==> config.mk <==
export PLATFORM = sky130hd
export DESIGN_NAME = cnn_conv_layer_sequencer
export DESIGN_NICKNAME = d
export VERILOG_FILES = /design/src/rtl/cnn_pkg.sv /design/src/rtl/cnn_seq_addr_gen.sv /design/src/rtl/cnn_conv_layer_sequencer.sv
export SDC_FILE = /design/constraint.sdc
export NUM_CORES = 1
export LEC_CHECK = 0
export BUFFER_PORTS_ARGS = -buffer_cell sky130_fd_sc_hd__buf_2
export CORE_ASPECT_RATIO = 1.75
export CORE_MARGIN = 5
export CORE_UTILIZATION = 45
export CTS_CLUSTER_DIAMETER = 40
export DETAILED_ROUTE_END_ITERATION = 8
export GPL_ROUTABILITY_DRIVEN = 0
export PLACE_DENSITY = 0.79
export SETUP_SLACK_MARGIN = 0.15
export SLEW_MARGIN = 40
export SYNTH_ARGS = -nofsm -noshare
export SYNTH_HDL_FRONTEND = slang
export SYNTH_SLANG_ARGS = --single-unit
==> constraint.sdc <==
create_clock -name clk -period 2.76 [get_ports clk]
set_input_delay 0.414 -clock clk [delete_from_list [all_inputs] [get_ports clk]]
set_output_delay 0.414 -clock clk [all_outputs]
set_load 0.05 [all_outputs]
==> src/rtl/cnn_pkg.sv <==
// Shared definitions for the CNN conv-layer sequencer: FSM state encoding and
// geometry helpers for weight, pixel and expected-output counts.
package cnn_pkg;

  typedef enum logic [2:0] {
    S_IDLE,
    S_LOAD_W,
    S_STREAM_PX,
    S_DRAIN,
    S_DONE
  } seq_state_t;

  function automatic int weight_num(input int ch_in, input int ch_out, input int kernel);
    return ch_in * ch_out * kernel * kernel;
  endfunction

  function automatic int pixel_num(input int ch_in, input int width, input int height);
    return ch_in * width * height;
  endfunction

  function automatic int expected_outputs(input int ch_out, input int width, input int height,
                                          input bit stride2);
    return stride2 ? ch_out * (width / 2) * (height / 2) : ch_out * width * height;
  endfunction

endpackage

==> src/rtl/cnn_seq_addr_gen.sv <==
// Ascending read-address counter 0..COUNT-1 with a last-address flag; wraps to 0
// after the last address and is held at 0 by clear.
module cnn_seq_addr_gen #(
  parameter int COUNT = 16,
  parameter int WIDTH = 4
) (
  input  logic             clk,
  input  logic             reset,
  input  logic             clear,
  input  logic             en,
  output logic [WIDTH-1:0] addr,
  output logic             last
);

  localparam logic [WIDTH-1:0] LAST_ADDR = WIDTH'(COUNT - 1);

  assign last = (addr == LAST_ADDR);

  // NOTE: state is updated with non-blocking assignments so every flop samples
  // pre-edge values regardless of process ordering.
  always_ff @(posedge clk or negedge reset) begin
    if (!reset)      addr <= '0;
    else if (clear)  addr <= '0;
    else if (en)     addr <= last ? '0 : addr + 1'b1;
  end

endmodule

==> src/rtl/cnn_conv_layer_sequencer.sv <==
// Conv-layer sequencer: loads weights, streams pixels, forwards engine results.
// Optional drain watchdog enabled by defining CNN_SEQ_TIMEOUT_EN.
module cnn_conv_layer_sequencer
  import cnn_pkg::*;
#(
  parameter int  DATA_WIDTH      = 32,
  parameter int  IMAGE_WIDTH     = 32,
  parameter int  IMAGE_HEIGHT    = 32,
  parameter int  CHANNEL_NUM_IN  = 4,
  parameter int  CHANNEL_NUM_OUT = 1,
  parameter int  KERNEL          = 3,
  parameter int  TIMEOUT_CYCLES  = 4096,
  localparam int WEIGHT_NUM      = weight_num(CHANNEL_NUM_IN, CHANNEL_NUM_OUT, KERNEL),
  localparam int PIXEL_NUM       = pixel_num(CHANNEL_NUM_IN, IMAGE_WIDTH, IMAGE_HEIGHT),
  localparam int W_AW            = $clog2(WEIGHT_NUM),
  localparam int P_AW            = $clog2(PIXEL_NUM)
) (
  input  logic                  clk,
  input  logic                  reset,
  input  logic                  start,
  input  logic                  stride2_cfg,
  output logic                  busy,
  output logic                  done,
  output logic                  err,
  output logic                  wgt_rd_en,
  output logic [W_AW-1:0]       wgt_rd_addr,
  input  logic [DATA_WIDTH-1:0] wgt_rd_data,
  output logic                  pxl_rd_en,
  output logic [P_AW-1:0]       pxl_rd_addr,
  input  logic [DATA_WIDTH-1:0] pxl_rd_data,
  output logic                  conv_valid_weight_in,
  output logic [DATA_WIDTH-1:0] conv_weight_in,
  output logic                  conv_valid_in,
  output logic [DATA_WIDTH-1:0] conv_pxl_in,
  output logic                  conv_stride2,
  input  logic                  conv_valid_out,
  input  logic [DATA_WIDTH-1:0] conv_pxl_out,
  output logic                  out_valid,
  output logic [DATA_WIDTH-1:0] out_data,
  output logic                  out_last
);

  localparam logic [31:0] EXP_S1 =
    32'(expected_outputs(CHANNEL_NUM_OUT, IMAGE_WIDTH, IMAGE_HEIGHT, 1'b0));
  localparam logic [31:0] EXP_S2 =
    32'(expected_outputs(CHANNEL_NUM_OUT, IMAGE_WIDTH, IMAGE_HEIGHT, 1'b1));

  seq_state_t  state, next_state;
  logic        wgt_last, pxl_last;
  logic [31:0] out_cnt, exp_cnt;
  logic        accept, count_hit, timeout_fire;

  assign busy      = (state != S_IDLE);
  assign done      = (state == S_DONE);
  assign wgt_rd_en = (state == S_LOAD_W);
  assign pxl_rd_en = (state == S_STREAM_PX);
  assign exp_cnt   = conv_stride2 ? EXP_S2 : EXP_S1;
  assign count_hit = (out_cnt == exp_cnt);

  // Results are taken only in the active states and only up to the expected count.
  assign accept = conv_valid_out && !count_hit &&
                  (state inside {S_LOAD_W, S_STREAM_PX, S_DRAIN});

  // Read data is gated so the engine inputs stay 0 outside valid beats.
  assign conv_weight_in = conv_valid_weight_in ? wgt_rd_data : '0;
  assign conv_pxl_in    = conv_valid_in ? pxl_rd_data : '0;

  cnn_seq_addr_gen #(.COUNT(WEIGHT_NUM), .WIDTH(W_AW)) u_wgt_addr (
    .clk(clk), .reset(reset), .clear(state == S_IDLE), .en(wgt_rd_en),
    .addr(wgt_rd_addr), .last(wgt_last)
  );

  cnn_seq_addr_gen #(.COUNT(PIXEL_NUM), .WIDTH(P_AW)) u_pxl_addr (
    .clk(clk), .reset(reset), .clear(state == S_IDLE), .en(pxl_rd_en),
    .addr(pxl_rd_addr), .last(pxl_last)
  );

  always_ff @(posedge clk or negedge reset) begin
    if (!reset) state <= S_IDLE;
    else        state <= next_state;
  end

  // NOTE: next_state gets its default before the case so no path infers a latch.
  always_comb begin
    next_state = state;
    unique case (state)
      S_IDLE:      if (start) next_state = S_LOAD_W;
      S_LOAD_W:    if (count_hit) next_state = S_DONE;
                   else if (wgt_last) next_state = S_STREAM_PX;
      S_STREAM_PX: if (count_hit) next_state = S_DONE;
                   else if (pxl_last) next_state = S_DRAIN;
      S_DRAIN:     if (count_hit || timeout_fire) next_state = S_DONE;
      S_DONE:      next_state = S_IDLE;
      default:     next_state = S_IDLE;
    endcase
  end

  always_ff @(posedge clk or negedge reset) begin
    if (!reset) begin
      conv_stride2         <= 1'b0;
      conv_valid_weight_in <= 1'b0;
      conv_valid_in        <= 1'b0;
      out_cnt              <= '0;
      out_valid            <= 1'b0;
      out_data             <= '0;
      out_last             <= 1'b0;
    end else begin
      if (state == S_IDLE && start) conv_stride2 <= stride2_cfg;
      conv_valid_weight_in <= wgt_rd_en;
      conv_valid_in        <= pxl_rd_en;
      if (state == S_IDLE) out_cnt <= '0;
      else if (accept)     out_cnt <= out_cnt + 1'b1;
      out_valid <= accept;
      out_data  <= accept ? conv_pxl_out : '0;
      out_last  <= accept && (out_cnt == exp_cnt - 1'b1);
    end
  end

`ifdef CNN_SEQ_TIMEOUT_EN
  logic [31:0] wd_cnt;
  logic        timed_out;

  // Idle DRAIN cycles since the last accepted result.
  assign timeout_fire = (state == S_DRAIN) && !accept && !count_hit &&
                        (wd_cnt == 32'(TIMEOUT_CYCLES - 1));
  assign err = done && timed_out;

  always_ff @(posedge clk or negedge reset) begin
    if (!reset) begin
      wd_cnt    <= '0;
      timed_out <= 1'b0;
    end else begin
      if (state != S_DRAIN || accept) wd_cnt <= '0;
      else                            wd_cnt <= wd_cnt + 1'b1;
      if (timeout_fire)        timed_out <= 1'b1;
      else if (state == S_DONE) timed_out <= 1'b0;
    end
  end
`else
  logic unused_timeout;
  assign unused_timeout = ^TIMEOUT_CYCLES;
  assign timeout_fire   = 1'b0;
  assign err            = 1'b0;
`endif

endmodule

==> impl_metrics.yaml, run 1 <==
sta:
  fmax_mhz: 410
  worstMarginPinSlew_ns: 0.645
  grt_setup_unrepaired: "false"
  finClkSkew_ns: 0.0110
  fin_tns_setup_ns: 0
  post-route-period-util_pct: 88.3
  drv_slew: 0
  setup_viol: 0
  final-hold-violation-count: 0
  slew_headroom_pct: 57.0
  period_needed_ns: 2.44
  setup_ws_ns: 0.322
routing:
  ant_nets: 0
  drt_iter0_drc: 381
  routed_via_density: 5.64
  drc: 0
  drt_pass1_iterations: 5
  wl_per_cell_um: 18.3
  vias: 4651
  wl_um: 15100
worst_setup_path:
  worst-r2r-setup-slack_ns: 0.44
  path_buf_inv: 2
  r2r_end: "out_cnt[13]"
  crit_family: "simple AND/OR/NAND/NOR gates"
  criticalPathCategory: "reg -> out"
  slowest_delay_ns: 0.49
  worstPathArrival_ns: 2.02
  critPathLaunchType: "register"
  worstReg2RegStart: "out_cnt[1]"
  endpoint_kind: "output pin"
  worst_path_max_delay_cell: "dfrtp_1"
  ff2ff_path_depth: 8
  path_cells: "or2_2, nor2_1, inv_1, buf_2"
  cp_max_fo: 13
  required_ns: 2.35
floorplan:
  row_count: 49
  coreArea_um2: 10200
  die_area_um2: 12500
  die-width_um: 86.6
  ios: 225
  initial_core_util_pct: 45.4
  die_y_um: 144
synth:
  ys_seq_area_share_pct: 48.7
  syn_avg_cell_area_um2: 9.63
  synth_enable_flop_cells: 0
  synthArstFlopShare_pct: 100
  synthTopCellsByArea: "dfrtp_1 49%, and2_1 14%, a21oi_1 2.9%"
  synth_seq_cells: 90
  yosysUniqueCellTypes: 57
  yosys_warnings: 0
  syn-num-nets: 585
  yosysTopAreaCell: "dfrtp_1"
  synth_ff_type: "dfrtp_1"
  synth_area_um2: 4620
  yosys.area.top_type_share_pct: 48.7
  synth_cells: 480
power_and_ir_drop:
  p_comb_share_pct: 14.4
  seq_power_share_pct: 44.4
  switching_share_pct: 28.0
  switchingPower_mw: 0.903
  clkPwrFrac_pct: 41.1
  intPower_mw: 2.32
  leakage_nw: 3.22
  p_per_area_nw_per_um2: 525
  ir_worst_vdd_mv: 0.465
clock_tree:
  worstSkewPairLatency_ns: 0.35
  holdBufCountCts: 0
  post_cts_buffers: 0
  cts_tree: "yes"
  cts_resized: 0
  cts_max_level: 3
  clkSlewWorstSetupHoldPaths_ns: 0.07
  cts_buffers: 9
  cts.sinks: 90
  root_buffer: "clkbuf_16"
  cts_buffer_depth: 2
global_routing:
  grt_max_degree: 49
  grt_usage_pct: 23.6
  grt_first_pass_wirelength_um: 22700
  grt_pass1_vias: 4518
  antenna_found_initial: 0
  grt-ovfl-total: 0
placed_design:
  dp_cells: 808
  post-place-ws_ns: 0.469
  port_buffers: 223
  detailed_place_hpwl_um: 11900
cells_and_area:
  nFillCells: 891
  nNetsFinal: 797
  fin_cells: 825
  syn_to_final_growth_pct: 33.0
  layout_commonest_cell: "buf_2"
  mostFrequentLayoutCells: "222 x buf_2, 103 x and2_1, 90 x dfrtp_1"
  drive_gt1_share_pct: 37.4
job:
  maxCapViolCount: 0
min_path:
  hold_class: "in -> async"
status:
  outcome: "complete, no violations"
-- through the flow --
| stage | power (mW) | hold WS (ns) | util, % | cell area (um^2) |
|---|---|---|---|---|
| finish | 3.22 | 0.0721 | 60.4 | 6150 |
| global route | 3.35 | 0.119 | 60.4 | 6150 |
| CTS | 3.24 | 0.105 | 60.4 | 6150 |
| detailed placement | 1.92 | 0.469 | 57.2 | 5820 |
| global placement | 1.91 | 0.453 | 57.2 | 5820 |
| floorplan | 1.73 | 0.118 | - | 4620 |
-- state kept, by name (all words and copies together), names as in the netlist --
| name | count |
|---|---|
| out_cnt | 32 |
| state | 3 |
| conv_valid_in | 1 |
| out_data | 32 |
| out_last | 1 |
| u_pxl_addr.addr | 12 |
| out_valid | 1 |
| conv_valid_weight_in | 1 |
| u_wgt_addr.addr | 6 |
| conv_stride2 | 1 |
-- power by group through the flow --
stage | clock, mW | sequential (mW) | combinational [mW]
2_1_floorplan | 0 | 1.53 | 0.196
3_3_place_gp | 0 | 1.45 | 0.456
3_5_place_dp | 0 | 1.45 | 0.469
4_1_cts | 1.34 | 1.43 | 0.470
5_1_grt | 1.41 | 1.44 | 0.502
6_report | 1.33 | 1.43 | 0.465
-- worst max path at each step --
stage / from / to / slack (ns) / depth (start not counted)
floorplan: state[0] / u_pxl_addr.addr[4] / 0.54 / 7
global placement: out_cnt[0] / out_cnt[13] / 0.64 / 8
detailed placement: out_cnt[1] / out_cnt[13] / 0.47 / 8
CTS: state[0] / busy / 0.33 / 4
global route: out_cnt[0] / out_cnt[13] / 0.16 / 8
finish: state[0] / busy / 0.32 / 4
-- logic make-up (layout without fill, tap and decap cells) --
kind of cell | after synthesis | after routing | share of synthesized area [%]
AND/OR/NAND/NOR | 252 | 252 | 31.6
flip-flops | 90 | 90 | 48.7
AO/OA/AOI/OAI | 85 | 85 | 12.9
buffers and inverters | 37 | 254 | 3.35
XOR/XNOR | 6 | 6 | 1.14
multiplexers | 5 | 5 | 1.16
adder cells (fa/ha/maj) | 4 | 4 | 1.08
other | 1 | 2 | 0.0811
-- cells in the mapped netlist (all sizes together), types with 2 or more instances --
cell type	instances
o211ai	2
nor3	8
or4	6
a22o	9
nor2	19
a21oi	27
o21ai	11
clkbuf	19
buf	8
nand2b	5
or3	8
o31a	2
and3	10
ha	4
nand2	31
o31ai	8
nor4	8
xnor2	4
or2	4
o41ai	2
nor3b	2
inv	10
nand4	9
a31oi	7
a41o	2
a311oi	2
a31o	3
nand3	25
mux2i	2
nor4b	3
a21o	3
mux2	3
xor2	2
and2	103
dfrtp	90
and4	7
-- final cells by class --
cell class                 count  area, um^2  share of cell area, %
sequential                    90        2250                   36.6
antenna                        1        2.50                 0.0407
clock buffer                   9         225                   3.66
inverter                      10        37.5                  0.611
multi-input combinational    353        2220                   36.1
tap                          127         159                   2.58
clock inverter                 7        98.8                   1.61
timing repair buffer         228        1160                   18.8
-- per-layer routing --
metal | track usage [%] | share of wire (%)
met5 | 0 | 0
met1 | 24.5 | 33
met3 | 5.59 | 10
met4 | 9.69 | 2.8
met2 | 44.7 | 54
No activity file was read; power rests on OpenSTA's default activity.
==> inputs of run 2 (changes only) <==
--- a/config.mk
+++ b/config.mk
@@ -5,6 +5,7 @@
 export SDC_FILE = /design/constraint.sdc
 export NUM_CORES = 1
 export LEC_CHECK = 0
+export ABC_AREA = 1
 export BUFFER_PORTS_ARGS = -buffer_cell sky130_fd_sc_hd__buf_2
 export CORE_ASPECT_RATIO = 1.75
 export CORE_MARGIN = 5
@@ -12,7 +13,7 @@
 export CTS_CLUSTER_DIAMETER = 40
 export DETAILED_ROUTE_END_ITERATION = 8
 export GPL_ROUTABILITY_DRIVEN = 0
-export PLACE_DENSITY = 0.79
+export PLACE_DENSITY = 0.77
 export SETUP_SLACK_MARGIN = 0.15
 export SLEW_MARGIN = 40
 export SYNTH_ARGS = -nofsm -noshare
==> impl_metrics.yaml, run 2 <==
sta:
  finClkSkew_ns: 0.00871
  final-hold-violation-count: 0
  hold_slack_ns: 0.0222
  grt_setup_unrepaired: "false"
  slew_headroom_pct: 57.4
  worstMarginPinSlew_ns: 0.637
  post-route-period-util_pct: 84.5
  setup_viol: 0
  period_needed_ns: 2.33
  drv_slew: 0
  fmax_mhz: 429
  fin_tns_setup_ns: 0
power_and_ir_drop:
  p_per_area_nw_per_um2: 959
  ir_worst_vdd_mv: 0.770
  leakage_nw: 4.37
floorplan:
  row_count: 53
  coreArea_um2: 11900
  ios: 225
  die_area_um2: 14400
  die_y_um: 155
  initial_core_util_pct: 45.4
  die-width_um: 93.0
cells_and_area:
  syn_to_final_growth_pct: 27.8
  layout_commonest_cell: "nand2_1"
  final_util_pct: 58.1
  nNetsFinal: 1157
  drive_gt1_share_pct: 24.8
  fin_cells: 1193
  largest_registers: "out_cnt x32, out_data x32, u_pxl_addr.addr x12"
  num_antenna_cells: 0
  mostFrequentLayoutCells: "277 x nand2_1, 222 x buf_2, 154 x nor2_1"
synth:
  ys_top_cells_by_count: "277 x nand2_1, 155 x nor2_1, 141 x inv_1, 90 x dfrtp_1, 64 x nand3_1"
  yosysUniqueCellTypes: 34
  synth_enable_flop_cells: 0
  synth_cells: 836
  synth_seq_cells: 90
  synth.most_common_cell: "nand2_1"
  syn_avg_cell_area_um2: 6.48
  ys_seq_area_share_pct: 41.5
  synth_ff_type: "dfrtp_1"
  syn-num-nets: 941
  yosys.area.top_type_share_pct: 41.5
  synthTopCellsByArea: "dfrtp_1 42%, nand2_1 19%, nor2_1 11%"
  yosysTopAreaCell: "dfrtp_1"
  synth_area_um2: 5420
  yosys_warnings: 0
  synthArstFlopShare_pct: 100
clock_tree:
  cts_tree: "yes"
  worstSkewPairLatency_ns: 0.34
  cts.sinks: 90
  holdBufCountCts: 0
  cts_resized: 0
  clkSlewWorstSetupHoldPaths_ns: 0.07
  cts_buffers: 9
  cts_buffer_depth: 2
  cts_max_level: 3
  post_cts_buffers: 0
  root_buffer: "clkbuf_16"
routing:
  wl_um: 17700
  drt_iter0_drc: 309
  routed_via_density: 4.93
  vias: 5885
  drc: 0
  wl_per_cell_um: 14.8
  ant_nets: 0
  drt_pass1_iterations: 5
worst_setup_path:
  worstReg2RegStart: "state[0]"
  cp_max_fo: 25
  critPathLaunchType: "register"
  worstPathArrival_ns: 1.92
  worstSetupStartpoint: "state[0]"
  endpoint_kind: "output pin"
  worst-r2r-setup-slack_ns: 0.64
  required_ns: 2.35
  ff2ff_path_depth: 7
  r2r_end: "out_cnt[18]"
  criticalPathCategory: "reg -> out"
placed_design:
  port_buffers: 223
  dp_cells: 1178
  detailed_place_hpwl_um: 13800
global_routing:
  grt_pass1_vias: 5745
  antenna_found_initial: 0
  grt_usage_pct: 24.4
  grt_first_pass_wirelength_um: 27600
  grt-ovfl-total: 0
  grt_max_degree: 58
min_path:
  hold_class: "in -> async"
job:
  maxCapViolCount: 0
status:
  outcome: "complete, no violations"
[run 2: power by group]
| part | internal [mW] | total (mW) | switching (mW) |
|---|---|---|---|
| logic | 0.748 | 3.77 | 3.03 |
| clock network | 0.628 | 1.19 | 0.563 |
| registers | 1.53 | 1.68 | 0.150 |
[run 2: how the worst max path moves through the flow]
stage | slack [ns] | endpoint | cells after the start
2_1_floorplan | 0.66 | state[1] | 8
3_3_place_gp | 0.79 | out_cnt[23] | 11
3_5_place_dp | 0.73 | out_cnt[18] | 11
4_1_cts | 0.46 | busy | 5
5_1_grt | 0.35 | busy | 5
6_report | 0.43 | busy | 5
[run 2: logic make-up (layout without fill, tap and decap cells)]
family	count (synthesis)	in the layout	share of synthesized area (%)
other	1	1	0.0692
XOR/XNOR	19	19	3.07
AO/OA/AOI/OAI	36	36	3.81
AND/OR/NAND/NOR	513	513	37.9
buffers and inverters	173	393	12.6
adder cells (fa/ha/maj)	4	4	0.923
flip-flops	90	90	41.5
[run 2: worst max-delay path: stages, from the launching register on]
cell and delay, ns:
dfrtp_1 0.47, nor2_2 0.11, inv_2 0.18, nor2_2 0.06, inv_2 0.39, buf_2 0.36
[run 2: metal layers]
| layer | vias to the layer above | GRT usage (%) | part of all wire, % |
|---|---|---|---|
| met5 | - | 0 | 0 |
| met4 | 0 | 12.3 | 4.4 |
| met3 | 56 | 6.77 | 11 |
| met2 | 323 | 42.3 | 48 |
| met1 | 2604 | 27.1 | 36 |
| li1 | 2902 | - | - |
[run 2: layout make-up]
cell class / instances / area (um^2)
Multi-Input combinational cell: 573 / 2490
Inverter: 148 / 556
Timing Repair Buffer: 230 / 1180
Sequential cell: 90 / 2250
Clock buffer: 9 / 225
Clock inverter: 6 / 56.3
Fill cell: 1155 / 5010
Tap cell: 137 / 171
[run 2: per-stage QoR]
stage          instance area (um^2)  power (mW)  worst slack [ns]
2_1_floorplan                  5420        4.55             0.664
3_3_place_gp                   6650        5.44             0.788
3_5_place_dp                   6650        5.47             0.729
4_1_cts                        6930        6.68             0.460
5_1_grt                        6930        7.01             0.346
6_report                       6930        6.65             0.429
